--- config.mk ---
export PLATFORM = sky130hd
export DESIGN_NAME = ifc_fork_flat
export DESIGN_NICKNAME = d
export VERILOG_FILES = /design/src/rtl/ifc_fork_if.sv /design/src/rtl/ifc_fork.sv /design/src/flat_wrapper.sv
export SDC_FILE = /design/constraint.sdc
export NUM_CORES = 1
export LEC_CHECK = 0
export BUFFER_PORTS_ARGS = -buffer_cell sky130_fd_sc_hd__buf_2
export CAP_MARGIN = 10
export CORE_MARGIN = 5
export CORE_UTILIZATION = 38
export CTS_CLUSTER_DIAMETER = 150
export CTS_CLUSTER_SIZE = 24
export DETAILED_ROUTE_END_ITERATION = 10
export SYNTH_ARGS = -nofsm -noshare
export SYNTH_HDL_FRONTEND = slang
export SYNTH_HIERARCHICAL = 1
export SYNTH_SLANG_ARGS = --single-unit
--- constraint.sdc ---
create_clock -name clk -period 2.7 [get_ports clk]
set_input_delay 0.27 -clock clk [delete_from_list [all_inputs] [get_ports clk]]
set_output_delay 0.27 -clock clk [all_outputs]
set_load 0.01 [all_outputs]
--- src/rtl/ifc_fork_if.sv ---
// Handshake bundle for the stream fork: one enqueue method (x) and two dequeue methods (a, b).
// Each *_en strobe acts only on an edge where its *_rdy is high; no *_rdy depends on any *_en in the same cycle.
interface ifc_fork_if #(
    parameter int WIDTH = 8
);
    logic [WIDTH-1:0] x_data;
    logic [1:0]       x_dest;
    logic             x_en;
    logic             x_rdy;
    logic             a_en;
    logic [WIDTH-1:0] a_data;
    logic             a_rdy;
    logic             b_en;
    logic [WIDTH-1:0] b_data;
    logic             b_rdy;
    logic [7:0]       drop_count;

    modport slave (
        input  x_data, x_dest, x_en, a_en, b_en,
        output x_rdy, a_data, a_rdy, b_data, b_rdy, drop_count
    );

    modport master (
        output x_data, x_dest, x_en, a_en, b_en,
        input  x_rdy, a_data, a_rdy, b_data, b_rdy, drop_count
    );
endinterface

--- src/rtl/ifc_fork.sv ---
// Single-producer, dual-consumer stream fork with per-word destination mask and atomic broadcast.
// Three 2-deep FIFOs; the head of x_ff moves to a_ff/b_ff only when every selected output has room.
module ifc_fork_fifo2 #(
    parameter int W = 8
) (
    input  logic         clk,
    input  logic         rst_n,
    input  logic         enq,
    input  logic [W-1:0] din,
    input  logic         deq,
    output logic         full_n,
    output logic         empty_n,
    output logic [W-1:0] dout
);
    logic [W-1:0] e0;
    logic [W-1:0] e1;
    logic [1:0]   cnt;
    logic         enq_ok;
    logic         deq_ok;

    assign full_n  = (cnt != 2'd2);
    assign empty_n = (cnt != 2'd0);
    assign enq_ok  = enq && full_n;
    assign deq_ok  = deq && empty_n;
    // e0 is always the head; it is left untouched on the last dequeue so dout holds the old word
    assign dout    = e0;

    always_ff @(posedge clk or negedge rst_n) begin
        if (!rst_n) begin
            e0  <= '0;
            e1  <= '0;
            cnt <= 2'd0;
        end else begin
            if (deq_ok && cnt == 2'd2) e0 <= e1;
            if (enq_ok) begin
                if (cnt == 2'd0 || deq_ok) e0 <= din;
                else                       e1 <= din;
            end
            case ({enq_ok, deq_ok})
                2'b10:   cnt <= cnt + 2'd1;
                2'b01:   cnt <= cnt - 2'd1;
                default: cnt <= cnt;
            endcase
        end
    end
endmodule

module ifc_fork #(
    parameter int WIDTH = 8
) (
    input  logic        clk,
    input  logic        rst_n,
    ifc_fork_if.slave   io
);
    logic [WIDTH+1:0] x_head;
    logic [WIDTH-1:0] head_data;
    logic [1:0]       head_mask;
    logic             x_full_n;
    logic             x_empty_n;
    logic             a_full_n;
    logic             b_full_n;
    logic             fire;
    logic             drop;
    logic [7:0]       drop_q;

    assign head_data = x_head[WIDTH-1:0];
    assign head_mask = x_head[WIDTH+1:WIDTH];

    // Output "full" is the pre-cycle view, so a same-cycle consumer dequeue never opens room
    assign fire = x_empty_n && (!head_mask[0] || a_full_n) && (!head_mask[1] || b_full_n);
    assign drop = fire && (head_mask == 2'b00);

    ifc_fork_fifo2 #(.W(WIDTH + 2)) x_ff (
        .clk(clk), .rst_n(rst_n),
        .enq(io.x_en), .din({io.x_dest, io.x_data}),
        .deq(fire),
        .full_n(x_full_n), .empty_n(x_empty_n), .dout(x_head)
    );

    ifc_fork_fifo2 #(.W(WIDTH)) a_ff (
        .clk(clk), .rst_n(rst_n),
        .enq(fire && head_mask[0]), .din(head_data),
        .deq(io.a_en),
        .full_n(a_full_n), .empty_n(io.a_rdy), .dout(io.a_data)
    );

    ifc_fork_fifo2 #(.W(WIDTH)) b_ff (
        .clk(clk), .rst_n(rst_n),
        .enq(fire && head_mask[1]), .din(head_data),
        .deq(io.b_en),
        .full_n(b_full_n), .empty_n(io.b_rdy), .dout(io.b_data)
    );

    always_ff @(posedge clk or negedge rst_n) begin
        if (!rst_n)                       drop_q <= 8'd0;
        else if (drop && drop_q != 8'hFF) drop_q <= drop_q + 8'd1;
    end

    assign io.x_rdy      = x_full_n;
    assign io.drop_count = drop_q;
endmodule

--- src/flat_wrapper.sv ---
// flat-port wrapper written by rule: the top's interface ports become plain ports
module ifc_fork_flat 
#(
    parameter int WIDTH = 8
)
  (clk, rst_n, io_x_data, io_x_dest, io_x_en, io_a_en, io_b_en, io_x_rdy, io_a_data, io_a_rdy, io_b_data, io_b_rdy, io_drop_count);
  ifc_fork_if #(.WIDTH(WIDTH)) io_i ();
  input  logic clk;
  input  logic rst_n;
  input wire logic [$bits(io_i.x_data)-1:0] io_x_data;
  input wire logic [$bits(io_i.x_dest)-1:0] io_x_dest;
  input wire logic [$bits(io_i.x_en)-1:0] io_x_en;
  input wire logic [$bits(io_i.a_en)-1:0] io_a_en;
  input wire logic [$bits(io_i.b_en)-1:0] io_b_en;
  output wire logic [$bits(io_i.x_rdy)-1:0] io_x_rdy;
  output wire logic [$bits(io_i.a_data)-1:0] io_a_data;
  output wire logic [$bits(io_i.a_rdy)-1:0] io_a_rdy;
  output wire logic [$bits(io_i.b_data)-1:0] io_b_data;
  output wire logic [$bits(io_i.b_rdy)-1:0] io_b_rdy;
  output wire logic [$bits(io_i.drop_count)-1:0] io_drop_count;
  assign io_i.x_data = io_x_data;
  assign io_i.x_dest = io_x_dest;
  assign io_i.x_en = io_x_en;
  assign io_i.a_en = io_a_en;
  assign io_i.b_en = io_b_en;
  assign io_x_rdy = io_i.x_rdy;
  assign io_a_data = io_i.a_data;
  assign io_a_rdy = io_i.a_rdy;
  assign io_b_data = io_i.b_data;
  assign io_b_rdy = io_i.b_rdy;
  assign io_drop_count = io_i.drop_count;
  ifc_fork #(.WIDTH(WIDTH)) u_core (.clk(clk), .rst_n(rst_n), .io(io_i));
endmodule
==> results.md, run 1 <==
- Root Buffer: clkbuf_8
- Post-synth top area cell: dfrtp_1
- Worst slew pin tran: roughly 690 ps
- Drt drc: 0
- Post-route insts no fill: 413
- Max incr delay on CP: 490 ps
- Sequential area share after synthesis: 0.517
- Routed Antenna Nets: 0
- Port bufs: 41
- Top cells by area, synth: dfrtp_1, mux2_2, o221a_2
- Vias in the first global route: ~2100
- Io pins: 42
- P_leak: about 0.0016 uW
- Met3 Wirelength: between 300 and 400 microns
- Initial antenna violation count: 0
- Sw frac: 0.363
- Critical Path Sink: u_core/b_ff/dout[4]
- H-tree levels: 3
- Layout net count: 322
- R2R cell count: 6
- Maxcap violations: 0
- Clk pin slew, worst setup/hold paths: roughly 70 ps
- Avg WL per Cell: between 10 and 15 microns
- Crit Reg-Reg Startpoint: u_core/a_ff/cnt[0]
- CTS tree: done
- Largest net degree at the start of global routing: 67
- Pwr dens: 1330 mW/mm^2
- Avg Cell Area, Syn: 12.5 sq um
- # rows: 33
- Synth top cells by count: dfrtp_1, mux2_2, nor2_1
- CP Data Required Time: between 2000 and 3000 ps
- Met2 wire length: 2710 microns
- Initial DRC count: 80
- EDFF count, synth: 0
- VDD IR-drop max: approximately 0.46 mV
- Inst Count DP: slightly below 400
- Post-synth net total: between 200 and 300
- Reg power frac: 0.390
- Setup_tns: 0 ps
- Crit. Startpoint: u_core/a_ff/cnt[0]
- GRT Overall Usage: 0.135
- Ys flop type: dfrtp_1
- Fin crit share: 0.785
- Synthesized area: ~0.0032 sq mm
- Crit path depth: 6
- Status: complete, no violations
- CP max stage cell: dfrtp_1
- RSZ-0062 raised after global routing: no
- Clk buf depth: 2
- Post-CTS setup buffers: 0
- Critical path class: flip-flop to flip-flop
- WP data arrival: roughly 2300 ps
- Max layer used: met4
- Die width: around 100 microns
- Final Slew Violations: 0
- GP Congestion: roughly 0.72
- WL final: between 6000 and 7000 microns
- Netlist cell types: 46
- Pre-antenna DRT Iters: 4
- Die Y: about 100 microns
- Cell with the most instances after synthesis: dfrtp_1
- CP Max Fanout: 8
- Slew headroom: 0.535
- FMAX: about 470 MHz
- Pint: ~3200 uW
- Die area: slightly above 0.01 sq mm
- Clk_skew: around 9.5 ps
- Via Count: about 2100
- RR Endpoint: u_core/b_ff/dout[4]
- Post-synth ARST share: 1.00
- Via/cell ratio: just over 5
- Clk_lat worst skew: between 300 and 400 ps
- # diodes: 0
- CTS buffer count: 9
- CP top delay family: compound AO/OA/AOI/OAI gates
- Ys Warns: 6
- Worst Hold Depth: 2
- Syn Inst Count: roughly 260
- Area Growth Syn to Fin: 17.3%
- WP buf/inv: 0
- CP cell instances: or2b_4 > o221a_2 > and2_1 > mux2i_1 > o21ai_4 > o221a_2
- Remaining global-route overflow: 0
- Gate power share: 0.417
- First-pass GRT wire length: around 11000 microns
- CTS Sinks: 66
- M1 WL: 3090 microns
- Power share of the clock group: 0.194
- Initial core utilization: 0.389
- Utilization after layout: 0.456
- Synthesis-stage register bit count: 66
- Core area: 0.00822 sq mm
- Worst hold slack: about 180 ps
- DP HPWL: 4560 microns
- Critical path's most frequent cell: o221a_2
- Final min period: 2120 ps
- Yosys top cell area share: 0.517
- CP endpoint kind: flip-flop
- Worst Hold Class: primary input to flip-flop
- R2R setup slack: roughly 580 ps
- Fraction of layout cells with a size suffix above 1: 0.383
- Net Sw Power: approximately 1800 uW
- CP startpoint kind: flip-flop
- Hold Violations, Final: 0
- Final setup violation count: 0
-- worst min path at each step --
stage                            start             endpoint  slack (ps)
after floorplan                  rst_n   u_core/a_ff/cnt[0]         -30
after global placement           rst_n   u_core/a_ff/cnt[1]         320
after detailed placement         rst_n  u_core/a_ff/dout[1]         320
after CTS                 io_x_dest[1]    u_core/x_ff/e1[9]         160
after global routing      io_x_dest[0]    u_core/x_ff/e1[8]         140
final                     io_x_dest[1]    u_core/x_ff/e1[9]         180
-- power groups by stage --
| stage | sequential (uW) | clock, uW | combinational (uW) |
|---|---|---|---|
| 2_1_floorplan | 1850 | 0 | 1660 |
| 3_3_place_gp | 1930 | 0 | 2040 |
| 3_5_place_dp | 1960 | 0 | 2090 |
| 4_1_cts | 1940 | 993 | 2100 |
| 5_1_grt | 2010 | 1040 | 2310 |
| 6_report | 1940 | 962 | 2070 |
-- worst reg2reg max path, delay by kind of cell, from the launching register on --
family	cells	cell delay [ps]
AND/OR/NAND/NOR	2	560
multiplexers	1	250
flip-flops	1	490
AO/OA/AOI/OAI	3	700
-- sequential cells by signal, indices dropped and copies added, names as in the netlist --
| name | count |
|---|---|
| u_core/a_ff/cnt | 2 |
| u_core/a_ff/dout | 8 |
| u_core/a_ff/e1 | 8 |
| u_core/b_ff/cnt | 2 |
| u_core/b_ff/dout | 8 |
| u_core/b_ff/e1 | 8 |
| u_core/io.drop_count | 8 |
| u_core/x_ff/cnt | 2 |
| u_core/x_ff/dout | 10 |
| u_core/x_ff/e1 | 10 |
-- kinds of logic (layout without fill, tap and decap cells) --
kind of cell	after synthesis	count (layout)	share of synthesized area
compound gates	41	41	0.117
xor+xnor	10	10	0.0274
fa+ha+maj	4	4	0.0157
buf+inv	12	65	0.0239
flops	66	66	0.517
mux	32	32	0.112
simple gates	90	90	0.187
-- repair_timing --
item                      CTS  global route
hold buffers                1             0
gates resized for setup     0             0
hold endpoints to repair   66             0
-- layout make-up --
class / instances / area [sq um]
fillers: 788 / 4470
flip-flops and latches: 66 / 1650
multi-input cells: 177 / 1470
repair buffers: 44 / 243
clock buffers: 12 / 165
well taps: 105 / 131
clock inverters: 4 / 72.6
inverters: 5 / 18.8
-- per-layer routing --
metal | global-route usage | vias to the layer above
li1 | - | 1033
met1 | 0.189 | 1013
met2 | 0.191 | 51
met3 | 0.0523 | 5
met4 | 0.0491 | 0
met5 | 0 | -
-- cells in the final DEF, fill, tap and decap left out, drive strengths merged, types with 7 or more instances in the layout --
cell / instances
o221a: 17
a211oi: 12
xnor2: 7
mux2: 29
buf: 43
nor2: 23
clkbuf: 12
or2: 19
dfrtp: 66
nor4b: 10
nand2: 8
-- through the flow --
step | setup slack [ps] | total power (uW) | area, sq um
final | 581 | 4970 | 3750
after floorplan | 738 | 3510 | 3200
after global placement | 638 | 3970 | 3500
after CTS | 566 | 5040 | 3750
after detailed placement | 566 | 4050 | 3500
after global routing | 455 | 5360 | 3750
Note: power is estimated with default switching activity, not from simulation.
==> run 2, diff against run 1 <==
Clock period 2.7 ns to 1.8 ns, I/O delays scaled along.
==> run 2 against run 1 <==
  * Register-to-register slack lost 570 ps
  * Final area grew 6.7%
  * Maximum frequency grew 18%
  * First-iteration DRC count grew 57%
  * Clock power grew 62%
  * Sequential share of layout area shrank 2.8 points
  * Combinational power grew 93%
  * Sequential cell count is the same
  * Utilization grew 3.1 points
  * Setup slack lost 570 ps
  * Critical path depth grew 2
  * Largest cell class unchanged
==> results.md, run 2 (same netlist as run 1, synthesis figures left out) <==
- Status: complete, no violations
- RSZ-0062 raised after global routing: yes
- Largest net degree at the start of global routing: 67
- Worst slew pin tran: roughly 450 ps
- CP Max Fanout: 6
- Initial core utilization: 0.389
- Io pins: 42
- Crit Reg-Reg Startpoint: u_core/b_ff/cnt[0]
- Die width: a little over 100 microns
- Clk_lat worst skew: approximately 340 ps
- GRT Overall Usage: 0.137
- Pwr dens: ~2100 mW/mm^2
- CTS Sinks: between 60 and 70
- RR Endpoint: u_core/a_ff/cnt[1]
- DP HPWL: between 4000 and 5000 microns
- Max incr delay on CP: ~400 ps
- Slew headroom: 0.702
- WL final: about 6700 microns
- Avg WL per Cell: around 16 microns
- Worst Hold Class: primary input to flip-flop
- P_leak: approximately 0.0017 uW
- Maxcap violations: 0
- R2R setup slack: ~12 ps
- Die Y: 102 microns
- FMAX: 559 MHz
- Layout net count: 335
- Post-route insts no fill: around 430
- CP Data Required Time: just over 2000 ps
- Worst Hold Depth: 2
- R2R cell count: 8
- Crit. Startpoint: u_core/b_ff/cnt[0]
- Final Power: ~8300 uW
- Final Slew Violations: 0
- Root Buffer: clkbuf_8
- Hold Violations, Final: 0
- Inst Count DP: ~400
- Area Growth Syn to Fin: 25.2%
- Vias in the first global route: 2240
- CTS buffer count: 9
- Fraction of layout cells with a size suffix above 1: 0.455
- Fillers: roughly 740
- Core area: about 0.0082 sq mm
- GP Congestion: 0.755
- CTS tree: done
- Die area: just over 0.01 sq mm
- Initial antenna violation count: 0
- Via Count: between 2000 and 2500
- Clk buf depth: 2
- Critical path class: flip-flop to flip-flop
- Clk_skew: between 10 and 15 ps
- Finished Cell Area: 0.00400 sq mm
- Fin crit share: 0.994
- H-tree levels: 3
- Via/cell ratio: just over 5
- First-pass GRT wire length: approximately 11000 microns
- Routed Antenna Nets: 0
- CP endpoint kind: flip-flop
- Final min period: 1790 ps
- # diodes: 0
- WP data arrival: 2010 ps
- Most common cell after layout, fill and taps aside: dfrtp_1
- CP max stage cell: dfrtp_1
- Remaining global-route overflow: 0
- Pre-CTS WS: approximately 11 ps
- Drt drc: 0
- Initial DRC count: between 100 and 150
- CP cell instances: or2b_4 > o221a_4 > and2_4 > nand2_2 > ha_4 > xnor2_2 > nor2_4 > xor2_1
- # rows: 33
- Commonest cells after routing, fill and taps aside: dfrtp_1, buf_2, mux2_2, nor2_1
- Min-delay src: io_x_data[3]
- Hold EP: u_core/x_ff/e1[3]
- Final setup violation count: 0
- Clk pin slew, worst setup/hold paths: approximately 80 ps
- Port bufs: 41
- Final setup margin: around 12 ps
- Pre-antenna DRT Iters: 4
- DP Area: 0.00362 sq mm
- CP startpoint kind: flip-flop
- VDD IR-drop max: between 0.8 and 0.9 mV
==> run 2: repair_timing <==
action                                  in CTS  in global routing
setup buffers                                0                  4
hold buffers                                 1                  0
resized for setup                            1                 14
endpoints found under the hold margin       66                  0
endpoints found under the setup margin       2                 43
pin swaps                                    0                 13
==> run 2: worst max-delay path by stage <==
stage / endpoint / slack (ps) / depth (start not counted)
CTS: u_core/a_ff/e1[3] / -6 / 5
finish: u_core/a_ff/cnt[1] / 10 / 8
detailed placement: u_core/a_ff/e1[3] / 10 / 5
floorplan: u_core/b_ff/cnt[1] / -50 / 9
global route: u_core/a_ff/cnt[1] / -60 / 8
global placement: u_core/a_ff/cnt[1] / 30 / 7
==> run 2: cell type report <==
class	count	area (sq um)	area share
clock buffer	10	138	0.0344
multi-input combinational	177	1600	0.399
inverter	5	18.8	0.00469
timing repair buffer	57	353	0.0882
clock inverter	6	113	0.0281
sequential	66	1650	0.413
tap	105	131	0.0328
==> run 2: worst max-delay path: cells and delay by family, from the launching register on <==
kind,cells,cell delay [ps]
simple gates,4,600
fa+ha+maj,1,140
xor+xnor,2,280
compound gates,1,270
flops,1,390
==> run 2: stage by stage <==
stage	utilization	hold WS (ps)	TNS (ps)
final	0.487	87.4	0
after global routing	0.487	78.6	-472
after CTS	0.474	74.8	-7.30
after detailed placement	0.441	231	0
after global placement	0.441	227	0
after floorplan	-	-116	-701
==> run 2: report_power, final <==
| group | switching, uW | total [uW] | leakage, uW | internal, uW |
|---|---|---|---|---|
| Clock | 600 | 1560 | 0.000127 | 963 |
| Combinational | 1890 | 3990 | 0.000795 | 2090 |
| Sequential | 554 | 2800 | 0.000763 | 2240 |
| Total | 3050 | 8350 | 0.00168 | 5300 |
==> run 2: per-layer routing <==
layer | up-vias | track usage | share of wire
met5 | - | 0 | 0
met4 | 0 | 0.0613 | 0.018
met3 | 10 | 0.0241 | 0.031
met2 | 38 | 0.212 | 0.45
met1 | 1077 | 0.189 | 0.50
li1 | 1070 | - | -
